### src/rtl/neopix_bit_encoder.sv
// WS2812 single-wire encoder: shifts 24-bit GRB pixels out MSB first, then holds DO low
// for the strip latch gap after the pixel flagged last. Optional: NEOPIX_BRIGHTNESS_EN.
module neopix_bit_encoder #(
  parameter int unsigned T_BIT   = 62,
  parameter int unsigned T0H     = 20,
  parameter int unsigned T1H     = 40,
  parameter int unsigned T_LATCH = 15000
) (
  input  logic        CLK,
  input  logic        RESET,
  input  logic [23:0] PIX_DATA,
  input  logic        PIX_LAST,
  input  logic        PIX_VALID,
  output logic        PIX_READY,
  input  logic [7:0]  BRIGHT,
  output logic        DO,
  output logic        BUSY,
  output logic        UNDERRUN
);

  localparam int unsigned PW = $clog2(T_BIT);
  localparam int unsigned LW = $clog2(T_LATCH + 1);

  localparam logic [PW-1:0] PH_LAST    = PW'(T_BIT - 1);
  localparam logic [PW-1:0] PH_T0H     = PW'(T0H);
  localparam logic [PW-1:0] PH_T1H     = PW'(T1H);
  localparam logic [LW-1:0] LATCH_LAST = LW'(T_LATCH - 1);

  typedef enum logic [1:0] {
    S_IDLE,
    S_SEND,
    S_LATCH
  } state_t;

  state_t        state_q, state_d;
  logic [23:0]   shift_q, shift_d;
  logic [4:0]    bit_idx_q, bit_idx_d;
  logic [PW-1:0] phase_q, phase_d;
  logic [LW-1:0] latch_cnt_q, latch_cnt_d;
  logic          last_q, last_d;
  logic          do_q, do_d;
  logic          underrun_q, underrun_d;

  logic [23:0]   load_data;
  logic          bit_end;
  logic          boundary;
  logic          accept;

`ifdef NEOPIX_BRIGHTNESS_EN
  function automatic logic [7:0] scale(input logic [7:0] c, input logic [7:0] b);
    return 8'((16'(c) * (16'(b) + 16'd1)) >> 8);
  endfunction

  assign load_data = {scale(PIX_DATA[23:16], BRIGHT),
                      scale(PIX_DATA[15:8],  BRIGHT),
                      scale(PIX_DATA[7:0],   BRIGHT)};
`else
  logic unused_bright;
  assign unused_bright = ^BRIGHT;
  assign load_data     = PIX_DATA;
`endif

  assign bit_end   = (state_q == S_SEND) && (phase_q == PH_LAST);
  assign boundary  = bit_end && (bit_idx_q == '0);
  assign PIX_READY = !RESET && ((state_q == S_IDLE) || (boundary && !last_q));
  assign accept    = PIX_VALID && PIX_READY;

  always_comb begin
    state_d     = state_q;
    shift_d     = shift_q;
    bit_idx_d   = bit_idx_q;
    phase_d     = phase_q;
    latch_cnt_d = latch_cnt_q;
    last_d      = last_q;
    underrun_d  = 1'b0;

    // Acceptance only happens in IDLE or at a pixel boundary, so it covers both load paths.
    if (accept) begin
      shift_d   = load_data;
      last_d    = PIX_LAST;
      bit_idx_d = 5'd23;
      phase_d   = '0;
      state_d   = S_SEND;
    end else begin
      unique case (state_q)
        S_IDLE: ;
        S_SEND: begin
          if (!bit_end) begin
            phase_d = phase_q + 1'b1;
          end else if (bit_idx_q != '0) begin
            shift_d   = {shift_q[22:0], 1'b0};
            bit_idx_d = bit_idx_q - 1'b1;
            phase_d   = '0;
          end else if (last_q) begin
            state_d     = S_LATCH;
            latch_cnt_d = '0;
          end else begin
            state_d    = S_IDLE;
            underrun_d = 1'b1;
          end
        end
        S_LATCH: begin
          if (latch_cnt_q == LATCH_LAST) state_d = S_IDLE;
          else                            latch_cnt_d = latch_cnt_q + 1'b1;
        end
        default: state_d = S_IDLE;
      endcase
    end

    // DO is registered from the next-state view so the line never glitches.
    do_d = 1'b0;
    if (state_d == S_SEND)
      do_d = shift_d[23] ? (phase_d < PH_T1H) : (phase_d < PH_T0H);
  end

  always_ff @(posedge CLK) begin
    if (RESET) begin
      state_q     <= S_IDLE;
      shift_q     <= '0;
      bit_idx_q   <= '0;
      phase_q     <= '0;
      latch_cnt_q <= '0;
      last_q      <= 1'b0;
      do_q        <= 1'b0;
      underrun_q  <= 1'b0;
    end else begin
      state_q     <= state_d;
      shift_q     <= shift_d;
      bit_idx_q   <= bit_idx_d;
      phase_q     <= phase_d;
      latch_cnt_q <= latch_cnt_d;
      last_q      <= last_d;
      do_q        <= do_d;
      underrun_q  <= underrun_d;
    end
  end

  assign DO       = do_q;
  assign UNDERRUN = underrun_q;
  assign BUSY     = (state_q != S_IDLE);

endmodule

### config.mk
export PLATFORM = sky130hd
export DESIGN_NAME = neopix_bit_encoder
export DESIGN_NICKNAME = d
export VERILOG_FILES = /design/src/rtl/neopix_bit_encoder.sv
export SDC_FILE = /design/constraint.sdc
export NUM_CORES = 1
export LEC_CHECK = 0
export BUFFER_PORTS_ARGS = -buffer_cell sky130_fd_sc_hd__buf_2
export CORE_MARGIN = 1
export CORE_UTILIZATION = 30
export DETAILED_ROUTE_END_ITERATION = 10
export GPL_TIMING_DRIVEN = 1
export SYNTH_ARGS = -nofsm -noshare
export SYNTH_HDL_FRONTEND = slang
export SYNTH_SLANG_ARGS = --single-unit
### constraint.sdc
create_clock -name CLK -period 2.4 [get_ports CLK]
set_input_delay 0.24 -clock CLK [delete_from_list [all_inputs] [get_ports CLK]]
set_output_delay 0.24 -clock CLK [all_outputs]
set_load 0.01 [all_outputs]
==> results of run 1 <==
==> state kept, by name (all words and copies together) (netlist names) <==
name,count
last_q,1
shift_q,24
DO,1
latch_cnt_q,14
bit_idx_q,5
phase_q,6
state_q,2
UNDERRUN,1
==> logic make-up after synthesis <==
| logic type | count (synthesis) |
|---|---|
| DFF | 54 |
| muxes | 26 |
| buffers and inverters | 26 |
| AOI/OAI and AO/OA | 51 |
| and+or+nand+nor | 103 |
| xor gates and xnor gates | 16 |
| adders and majority gates | 5 |
==> placed cells by master (no fill, tap or decap), drive strengths merged, types with 2 or more instances in the layout <==
master,count
dfxtp,54
nor2,47
buf,37
mux2i,25
a211oi,23
xnor2,15
a21oi,13
inv,10
nand2,10
nand3,8
clkbuf,8
nor3,8
nor4,6
nor2b,5
ha,5
nor3b,4
nand4b,3
and4,2
nand2b,2
and2,2
nor4b,2
o21ai,2
==> report_power, final <==
| part | internal (W) | total (W) | leakage, nW | switching (W) |
|---|---|---|---|---|
| Clock | 0.000234 | 0.000531 | 0.0482 | 0.000298 |
| Sequential | 0.000942 | 0.000970 | 0.443 | 0.0000278 |
| Combinational | 0.0000892 | 0.000192 | 0.724 | 0.000103 |
==> critical path, delay by kind of cell, from the launching register on <==
family	cells	cell delay, ps
adders and majority gates	1	240
buffers and inverters	1	70
AOI/OAI and AO/OA	1	280
DFF	1	450
and+or+nand+nor	5	1100
==> metal layers <==
| metal | up-vias | global-route usage | routed length [um] |
|---|---|---|---|
| met1 | 943 | 0.154 | 2580 |
| met3 | 7 | 0.0287 | 230 |
| li1 | 1063 | - | - |
| met2 | 36 | 0.191 | 2280 |
| met4 | 0 | 0.0379 | 65 |
| met5 | - | 0 | 0 |
==> through the flow <==
stage / hold WS [ps] / area (sq um) / std cells
floorplan: 384 / 2610 / 281
detailed placement: 467 / 2870 / 407
CTS: 158 / 2970 / 415
global placement: 459 / 2870 / 407
global route: 203 / 2990 / 416
finish: 178 / 2990 / 416
==> worst min path at each step <==
stage,start,to,depth (start not counted)
2_1_floorplan,PIX_LAST,last_q,2
3_3_place_gp,shift_q[0],shift_q[0],2
3_5_place_dp,shift_q[0],shift_q[0],2
4_1_cts,PIX_LAST,last_q,3
5_1_grt,PIX_LAST,last_q,3
6_report,PIX_LAST,last_q,3
==> layout make-up <==
cell class                      instances  area [sq um]  area share
Clock buffer                            7          86.3      0.0289
Timing Repair Buffer                   38           250      0.0837
Inverter                               10          37.5      0.0126
Clock inverter                          1          5.00     0.00167
Multi-Input combinational cell        201          1400       0.468
Sequential cell                        54          1080       0.362
Tap cell                              105           131      0.0439
==> metrics, run 1 <==
EDFF count, synth=0; Tcrit/Tclk final=0.923; vias in the first global route=1934; CP required=2610 ps; # port buffers=31; min Tclk post-route=2220 ps; ANT nets after route=0; post-synthesis adder-cell area fraction=0.0240; initial DRC count=85; post-synth top area share=0.414; Die Y=95.3 um; Crit. End Element=register; NumNets Final=351; final global-route overflow total=0; layout cells sized above 1=0.190; Area Growth Syn to Fin=14.6%; routability cong.=0.752; peak supply drop=0.273 mV; diode count=0; Reg2Reg Depth=8; reg-to-reg setup timing slack=180 ps; outcome=finished clean; Mapped Nets=322; simple-gate share of the synthesized area=0.222; Avg WL per Cell=12.4 um; Ports=40; post-CTS resize count=0; final setup fails=0; hold_buf cts=0; Clock Sink Count=54; synthesized flop and latch total=54; actual slew at the worst max-slew pin=421 ps; post-synthesis mux area share=0.100; RSZ-0062 raised after global routing=false; post-DP HPWL=3.40 mm; CP peak stage delay=450 ps; first-pass GRT wire length=8.52 mm; Worst setup startpoint=phase_q[1]; CTS Buf Count=5; Worst Skew=7.73 ps; Power Density=566 nW/um^2; DIE AREA=9070 sq um; largest net degree at the start of global routing=53; Pre-Repair DR Iteration Count=4; Main synth FF type=dfxtp_1; worst skew pair latency=310 ps; r2r endpoint=UNDERRUN; via-per-instance ratio=4.93; CP Launch Type=register; worst r2r src=phase_q[1]; Arr. time, crit path=2420 ps; setup TNS=0 ps; Post-Synth XOR/XNOR Area=0.0537; routed wire length=5.16 mm; Bufs on Longest Clock Path=2; post-synthesis cell area=2610 sq um; most common cell in the netlist=dfxtp_1; Max Slew Vio Count=0; Fmax=451 MHz; Max FO, Critical Path=9; ranking of synthesized cells by area=dfxtp_1 41%, mux2i_1 9.6%, nor2_1 6.8%, a211oi_1 6.6%, xnor2_1 5.0%; Synth cell types=49; worst slack at placement=238 ps; Hold Vio Cnt, Final=0; Seq/Total Area, Yosys=0.414; H-tree levels=2; final core occ=0.360; Slowest-stage cell, CP=dfxtp_1; yosys warns=0; clock-pin slew on the worst setup and hold paths=90 ps; CTS tree=done; syn avg cell area=9.28 sq um; FP Rows=33; Compound-Gate Fraction of Synth Area=0.137; CTS root buffer=clkbuf_8; final worst slack=184 ps; static leakage=1.22 nW; initial antenna violation count=0; Initial Utilization=0.314; FFs w/ async S/R, synth=0; Mapped Cells=281; max-cap violations=0; vias post-DR=2049; Post-synth top cells=54 x dfxtp_1, 47 x nor2_1, 25 x mux2i_1; Core ar.=8300 sq um; gr usage total=0.118; Yosys top cell by area=dfxtp_1; DRC Markers=0; Hold Path Class=in -> reg; Layout fillers=851; Setup Buffers After CTS=0; width of the die=95.3 um; Pwr Total=0.00169 W; kind of critical path=reg -> reg; crit-path cells=inv_1 -> ha_1 -> and4_1 -> a41oi_1 -> nor2_1 -> nand2_2 -> nand2b_1 -> nor4_1; Relative slew margins=0.718; largest family of logic cells by synthesized area=simple AND/OR/NAND/NOR gates; Critical Path End=UNDERRUN
Note: power is estimated with default switching activity, not from simulation.
==> run 2: changes to the inputs <==
--- a/config.mk
+++ b/config.mk
@@ -10,6 +10,7 @@
 export CORE_UTILIZATION = 30
 export DETAILED_ROUTE_END_ITERATION = 10
 export GPL_TIMING_DRIVEN = 1
+export RECOVER_POWER = 50
 export SYNTH_ARGS = -nofsm -noshare
 export SYNTH_HDL_FRONTEND = slang
 export SYNTH_SLANG_ARGS = --single-unit
==> run 2 against run 1 <==
Net effect:
- worst hold slack lost 1.2 ps
- maximum frequency is 1.5% higher
- sequential share of layout area is 0.65 points higher
- design area down 1.8%
- worst setup slack improved by 33 ps
- combinational power about the same
- total power down 0.28%
- register-to-register slack improved by 30 ps
- critical path type unchanged
- highest routed layer unchanged
==> metrics, run 2 (synthesis results as in run 1) <==
outcome=finished clean; post-CTS resize count=0 (unchanged); commonest non-fill, non-tap cell in the layout=dfxtp_1; Tcrit/Tclk final=0.910 (-0.0137); Arr. time, crit path=2390 ps (-30 ps); layout cells sized above 1=0.158 (-0.0322); Pre-Repair DR Iteration Count=4 (unchanged); setup TNS=0 ps (unchanged); worst slack at placement=238 ps (unchanged); hold_buf cts=0 (unchanged); Top reg by flops=shift_q; biggest regs=shift_q: 24 flops, latch_cnt_q: 14 flops, phase_q: 6 flops; Max FO, Critical Path=17 (+8); cell count of the worst hold path=3 (unchanged); CP required=2610 ps (about the same); CP peak stage delay=380 ps (-70 ps); CTS tree=done; FP Rows=33 (unchanged); Max Slew Vio Count=0 (unchanged); routed wire length=5.18 mm (+0.27%); reg-to-reg setup timing slack=220 ps (+30 ps); CTS Buf Count=5 (unchanged); Core ar.=8300 sq um (unchanged); gr usage total=0.118 (unchanged); Initial Utilization=0.314 (unchanged); largest net degree at the start of global routing=53 (unchanged); Slowest-stage cell, CP=dfxtp_1; Hold Vio Cnt, Final=0 (unchanged); Bufs on Longest Clock Path=2 (unchanged); static leakage=1.20 nW (-1.5%); CTS root buffer=clkbuf_8; Power Density=575 nW/um^2 (+1.5%); vias in the first global route=1934 (unchanged); Relative slew margins=0.712 (-0.00579); Area Growth Syn to Fin=12.6%; H-tree levels=2 (unchanged); Crit. End Element=register; min Tclk post-route=2180 ps (-33.0 ps); max reg flops=24 (unchanged); Die Y=95.3 um (unchanged); DIE AREA=9070 sq um (unchanged); kind of critical path=reg -> reg; crit-path cells=inv_1 -> ha_1 -> and4_1 -> nand3_1 -> o32a_2 -> nor4_1 -> xnor2_1 -> nor2_1; Worst Skew=5.35 ps (-2.38 ps); Layout Cells excl Fill=416 (unchanged); RSZ-0062 raised after global routing=false; worst skew pair latency=300 ps (about the same); width of the die=95.3 um (unchanged); initial DRC count=97 (+14%); Hold Path Class=in -> reg; Ports=40 (unchanged); final worst slack=217 ps (+33.0 ps); NumNets Final=351 (unchanged); diode count=0 (unchanged); actual slew at the worst max-slew pin=431 ps (+10.5 ps); max-cap violations=0 (unchanged); routability cong.=0.752 (unchanged); clock-pin slew on the worst setup and hold paths=100 ps (about the same); cell count after placement=407 (unchanged); initial antenna violation count=0 (unchanged); most frequent cells in the layout=54 x dfxtp_1, 47 x nor2_1, 28 x buf_2; # port buffers=31 (unchanged); Avg WL per Cell=12.4 um (+0.27%); CP Launch Type=register; DRC Markers=0 (unchanged); Setup Buffers After CTS=0 (unchanged); Reg2Reg Depth=8 (unchanged); final setup fails=0 (unchanged); vias post-DR=2054 (+0.24%); via-per-instance ratio=4.94 (+0.24%); peak supply drop=0.273 mV (about the same); post-DP HPWL=3.40 mm (unchanged); ANT nets after route=0 (unchanged); final global-route overflow total=0 (unchanged); Fmax=458 MHz (+1.5%); first-pass GRT wire length=8.52 mm (unchanged); Clock Sink Count=54 (unchanged)
==> run 2: path summary, 6_finish.rpt <==
kind | startpoint | to
setup / recovery | phase_q[1] | latch_cnt_q[12]
hold / removal | PIX_LAST | last_q
setup reg to reg | phase_q[1] | latch_cnt_q[12]
hold reg to reg | shift_q[0] | shift_q[0]
==> run 2: layout make-up <==
type / instances / area (sq um)
clock buffers: 7 / 86.3
clock inverters: 1 / 5.00
fillers: 861 / 5360
inverters: 10 / 37.5
multi-input cells: 201 / 1360
flip-flops and latches: 54 / 1080
well taps: 105 / 131
repair buffers: 38 / 234
==> run 2: metrics by stage <==
step                hold WS [ps]  utilization  instance area [sq um]  power, W
global route                 203        0.354                   2940   0.00177
global placement             459        0.346                   2870   0.00117
floorplan                    384            -                   2610   0.00111
finish                       177        0.354                   2940   0.00169
CTS                          158        0.357                   2970   0.00169
detailed placement           467        0.346                   2870   0.00117
==> run 2: power breakdown <==
part | internal [W] | switching, W | total (W)
clock | 0.000234 | 0.000294 | 0.000528
combinational | 0.0000884 | 0.000103 | 0.000191
sequential | 0.000942 | 0.0000281 | 0.000970
==> run 2: worst max-delay path, delay by kind of cell, from the launching register on <==
family / cells / cell delay [ps]
AND/OR/NAND/NOR: 4 / 910
flip-flops: 1 / 380
AO/OA/AOI/OAI: 1 / 350
adder cells (fa/ha/maj): 1 / 220
XOR/XNOR: 1 / 160
buffers and inverters: 1 / 70
==> run 2: per-layer routing <==
| layer | track usage | up-vias | part of all wire |
|---|---|---|---|
| met4 | 0.0379 | 0 | 0.013 |
| li1 | - | 1063 | - |
| met1 | 0.154 | 948 | 0.50 |
| met3 | 0.0287 | 7 | 0.043 |
| met2 | 0.191 | 36 | 0.44 |
| met5 | 0 | - | 0 |
